**src/rtl/x9dn_stim_tx.sv**
```systemverilog
// rtl/x9dn_stim_tx.sv - serial transmitter for 27-bit stimulus vectors (start, x0..x26 LSB first, stop)
// Optional even-parity bit between data and stop: define X9DN_TX_PARITY_EN.
module x9dn_stim_tx #(
   parameter int DIV_W = 8
) (
   input  logic             clk,
   input  logic             rst_n,
   input  logic [DIV_W-1:0] div,
   input  logic             in_valid,
   output logic             in_ready,
   input  logic [26:0]      in_data,
   output logic             tx,
   output logic             busy,
   output logic             done
);

`ifdef X9DN_TX_PARITY_EN
   typedef enum logic [2:0] {IDLE, START, DATA, PARITY, STOP} state_t;
`else
   typedef enum logic [2:0] {IDLE, START, DATA, STOP} state_t;
`endif

   state_t           r_state;
   state_t           w_next;
   logic [DIV_W-1:0] r_cnt;
   logic [DIV_W-1:0] r_div;
   logic [26:0]      r_shift;
   logic [4:0]       r_bit;
   logic             r_done;
`ifdef X9DN_TX_PARITY_EN
   logic             r_par;
`endif
   logic             w_tick;
   logic             w_accept;
   logic             w_tx;

   assign w_tick   = (r_cnt == '0);
   assign w_accept = in_valid && (r_state == IDLE);
   assign in_ready = (r_state == IDLE);
   assign busy     = (r_state != IDLE);
   assign done     = r_done;
   assign tx       = w_tx;

   always_ff @(posedge clk or negedge rst_n) begin
      if (!rst_n) begin
         r_state <= IDLE;
      end else begin
         r_state <= w_next;
      end
   end

   always_comb begin
      w_next = r_state;
      w_tx   = 1'b1;
      case (r_state)
         IDLE: begin
            if (w_accept) w_next = START;
         end
         START: begin
            w_tx = 1'b0;
            if (w_tick) w_next = DATA;
         end
         DATA: begin
            w_tx = r_shift[0];
            if (w_tick && (r_bit == 5'd26)) begin
`ifdef X9DN_TX_PARITY_EN
               w_next = PARITY;
`else
               w_next = STOP;
`endif
            end
         end
`ifdef X9DN_TX_PARITY_EN
         PARITY: begin
            w_tx = r_par;
            if (w_tick) w_next = STOP;
         end
`endif
         STOP: begin
            if (w_tick) w_next = IDLE;
         end
         default: w_next = IDLE;
      endcase
   end

   // Bit timing: r_cnt counts down from the latched divisor; zero marks the last clock of a bit.
   always_ff @(posedge clk or negedge rst_n) begin
      if (!rst_n) begin
         r_cnt   <= '0;
         r_div   <= '0;
         r_shift <= '0;
         r_bit   <= '0;
         r_done  <= 1'b0;
`ifdef X9DN_TX_PARITY_EN
         r_par   <= 1'b0;
`endif
      end else begin
         r_done <= (r_state == STOP) && w_tick;
         if (w_accept) begin
            r_div   <= div;
            r_cnt   <= div;
            r_shift <= in_data;
            r_bit   <= '0;
`ifdef X9DN_TX_PARITY_EN
            r_par   <= ^in_data;
`endif
         end else if (r_state != IDLE) begin
            if (w_tick) begin
               r_cnt <= r_div;
               if (r_state == DATA) begin
                  r_shift <= r_shift >> 1;
                  r_bit   <= r_bit + 5'd1;
               end
            end else begin
               r_cnt <= r_cnt - DIV_W'(1);
            end
         end
      end
   end

endmodule

```
**config.mk**
```make
export PLATFORM = sky130hd
export DESIGN_NAME = x9dn_stim_tx
export DESIGN_NICKNAME = d
export VERILOG_FILES = /design/src/rtl/x9dn_stim_tx.sv
export SDC_FILE = /design/constraint.sdc
export NUM_CORES = 1
export LEC_CHECK = 0
export ABC_CLOCK_PERIOD_IN_PS = 3000
export CAP_MARGIN = 20
export CORE_AREA = 2 2 90 92
export CTS_CLUSTER_SIZE = 24
export DETAILED_ROUTE_END_ITERATION = 10
export DIE_AREA = 0 0 92 94
export PLACE_DENSITY = 0.6
export SETUP_SLACK_MARGIN = 0.2
export SYNTH_ARGS = -nofsm -noshare
export SYNTH_HDL_FRONTEND = slang
export SYNTH_SLANG_ARGS = --single-unit
```
**constraint.sdc**
```tcl
create_clock -name clk -period 3 [get_ports clk]
set_input_delay 0.6 -clock clk [delete_from_list [all_inputs] [get_ports clk]]
set_output_delay 0.6 -clock clk [all_outputs]
set_load 0.02 [all_outputs]
```
# After elaboration in Yosys (flattened, before gate mapping)
# Cells that the tools add are included.
# Widths: inputs -> output; s select.
op_classes:
  addsub: 2
  multipliers: 0
  n_div: 0
  order_cmp: 0
  eq_ne: 8
  shifts: 0
  muxes: 17
  bitwise: 0
  reduce_logical: 11
ops:
  columns: ["op", "n"]
  rows:
  - ["$mux 27", 4]
  - ["$mux 8", 3]
  - ["$mux 5", 4]
  - ["$mux 3", 4]
  - ["$pmux 3 s4", 1]
  - ["$logic_not 8->1", 1]
  - ["$sub 8x1->8 const B", 1]
  - ["$eq 3x2->1 const B", 2]
  - ["$ne 2x2->1 const B", 3]
  - ["$reduce_bool 2->1", 3]
  - ["$add 5x1->5 const B", 1]
  - ["$eq 5x5->1 const B", 1]
  - ["$reduce_and 4->1", 1]
  - ["$eq 3x1->1 const B", 1]
  - ["$logic_and 1x1->1", 3]
  - ["$logic_not 3->1", 1]
  - ["$reduce_and 3->1", 1]
  - ["$reduce_bool 3->1", 1]
  - ["$ne 2x1->1 const B", 1]
  - ["$pmux 1 s2", 1]
word_totals:
  ff_bits: 52
  latchBits: 0
  ram_bits: 0
  mem_bits_ro: 0
  output_inout_bits: 4
  mem_count: 0

# Logic depth before layout (Yosys ltp)
depth:
  depth_word: 5
  depth_mapped: 7
  ltp_nobuf: 6

# Least setup slack after synthesis
# OpenSTA, ideal clock, no wires.
synth_path:
  path_kind: "reg-to-output"
  from: "register r_state[0]"
  to: "output port busy"
  t_arrival_ps: 1534
  t_required_ps: 2400
  path_slack_ps: 866
  stages_incl_launch_ff: 6
  path_buffers: 2
  path_cell_list: "dfrtp_1 inv_1 ha_1 clkbuf_1 clkinv_1 clkbuf_1"
synth_via:
  elab_chain_cells: 1
synth_rtl:
  columns: ["item", "line", "text"]
  rows:
  - ["start: declaration", "23", "state_t r_state;"]
  - ["start signal: assignment", "48", "r_state <= w_next;"]
  - ["$reduce_bool 3->1", "40", "assign busy = (r_state != IDLE);"]
  - ["end: declaration", "13", "output logic busy,"]
# Every way passes these cells.

# Final worst setup path
# Ends and elaborated chain as after synthesis.

==> reports/metrics.yaml <==
clock.fmax_mhz: 381
wl_per_cell_um: 14.2
area_delta_synth_final_pct: 20.2
antennaDiodeCount: 0
grt_usage_pct: 14.9
cts_tree: "yes"
start_util_pct: 38.9
vdd_drop_max_v: 0.000191
fillers: 764
drtIter0Drc: 81
fin_nets: 372
root_buffer: "clkbuf_8"
drive_gt1_share_pct: 10.4
synth_cells: 293
place_congestion: 0.821
cts_hold_buf: 0
multi_input_area_um2: 1540
placed_area_um2: 3440
regArea_um2: 1280
finalCritPeriodShare_pct: 87.4
leakage_nw: 1.69
grt_pass1_vias: 2167
slew_viol_final: 0
routed_wl_um: 6100
cp-start-kind: "register"
cts_setup_buffers: 0
async_flop_share_pct: 100
cts.sinks: 51
final_area_um2: 3560
hold-worst-slack_ns: 0.296
synth-edff-count: 0
die_w_um: 92
fin_setup_tns_ns: 0
coreArea_um2: 7610
place_hpwl_um: 4270
grt_pass1_wl_um: 10400
cp_slowest_cell: "clkdlybuf4s50_1"
critPathCaptureType: "output pin"
avgSynthCellArea_um2: 10.1
yosys_warnings: 0
rr_worst_depth: 7
grt_max_degree: 61
setup_viol: 0
cts_buffers: 5
dieArea_um2: 8650
power_density_nw_per_um2: 375
p_total_mw: 1.33
synth_cell_types: 38
port_buffers: 41
final_antenna_net_count: 0
layout_commonest_cell: "dfrtp_1"
ios: 42
timing.rr.start: "r_cnt[0]"
slowest_delay_ns: 0.58
hold_viol_final: 0
clkTransAtPathRegs_ns: 0.10
drc: 0
synth_top_flop_cell: "dfrtp_1"
fin_skew_ns: 0.0108
die_y_um: 94
crit_type: "register to output pin"
dr_total_vias: 2234
htreeDepth: 2
clockBufferDepth: 2
grt_overflow: 0
rows: 32
antenna_found_initial: 0
cts-resized-gates: 0
worst_pin_slew_ns: 0.623
status: "completed"
crit_start: "r_state[0]"
min_period_ns: 2.62
synth-seq-cells: 51
grt_setup_unrepaired: "no"
cap_viol_max_count: 0
final_cell_mix: "51 x dfrtp_1, 39 x clkdlybuf4s50_1, 36 x mux2i_1"
post_drt_via_cell_ratio: 5.21
worstPathMaxFanout: 11
ys_seq_area_share_pct: 43.1
first_pass_iters: 4
slew-limit-headroom_pct: 58.5
syn_nets: 339
syn-cell-area_um2: 2960
crit_required_ns: 2.40
path_cells: "inv_1, ha_1, clkinv_1, clkdlybuf4s50_1"
worstSkewPairLatency_ns: 0.31
crit_arrival_ns: 2.02
hold_class: "primary input to asynchronous set/reset pin"
[registers in the layout, indices dropped and copies added, names as in the netlist]
| name | cells |
|---|---|
| r_cnt | 8 |
| r_bit | 5 |
| r_shift | 27 |
| r_div | 8 |
| r_state | 2 |
| done | 1 |
[final cells by class]
type | instances | area share, %
multi-input combinational | 209 | 43.2
sequential | 51 | 35.9
timing repair buffer | 50 | 13.2
tap | 102 | 3.59
clock buffer | 5 | 1.93
clock inverter | 3 | 1.30
inverter | 9 | 0.950
[final timing paths]
path,endpoint,slack [ns]
worst min register to register,r_div[4],0.51
min in group clk,r_div[4],0.51
worst max register to register,r_shift[10],0.95
max in group asynchronous,r_cnt[4],2.08
worst min-delay path,r_shift[5],0.30
worst max-delay path,busy,0.38
[kinds of logic (layout without fill, tap and decap cells)]
kind of cell | count (synthesis) | count (layout) | synth area share, %
AOI/OAI and AO/OA | 84 | 84 | 17.5
xor gates and xnor gates | 6 | 6 | 1.78
adders and majority gates | 8 | 8 | 3.38
buffers and inverters | 33 | 67 | 4.95
DFF | 51 | 51 | 43.1
muxes | 48 | 48 | 16.7
and+or+nand+nor | 63 | 63 | 12.6
[critical path, delay by kind of cell, from the launching register on]
| family | cells | cell delay, ns |
|---|---|---|
| buffers and inverters | 3 | 0.90 |
| adders and majority gates | 1 | 0.41 |
| DFF | 1 | 0.41 |
[cell usage after synthesis (6+ instances only)]
cell type / instances / share of area (%)
buf_2: 6 / 1.0
ha_1: 8 / 3.4
dfrtp_1: 51 / 43
a211oi_1: 27 / 6.8
mux2i_1: 36 / 12
a21oi_1: 34 / 5.8
nor2b_1: 27 / 5.7
nor2_1: 6 / 0.76
clkbuf_1: 15 / 1.9
mux2_2: 11 / 4.2
o21ai_0: 11 / 1.9
nand2_1: 11 / 1.4
inv_1: 8 / 1.0
[stage by stage]
stage | util (%) | instances | worst slack [ns]
CTS | 46.8 | 429 | 0.343
global route | 46.8 | 429 | 0.212
finish | 46.8 | 429 | 0.378
floorplan | - | 293 | 0.866
global placement | 45.2 | 421 | 0.735
detailed placement | 45.2 | 421 | 0.703
[layer usage]
metal | global-route usage [%] | up-vias | part of all wire (%)
met5 | 0 | - | 0
met3 | 2.25 | 4 | 2.5
met1 | 20.1 | 1077 | 48
met2 | 25.4 | 31 | 48
met4 | 3.36 | 0 | 0.89
li1 | - | 1122 | -
[power by group]
| part | total [mW] | internal, mW | switching [mW] |
|---|---|---|---|
| clock | 0.498 | 0.252 | 0.246 |
| sequential | 0.717 | 0.705 | 0.0126 |
| combinational | 0.120 | 0.0703 | 0.0494 |
| total | 1.33 | 1.03 | 0.308 |
Power figures use the tool's default switching activity.
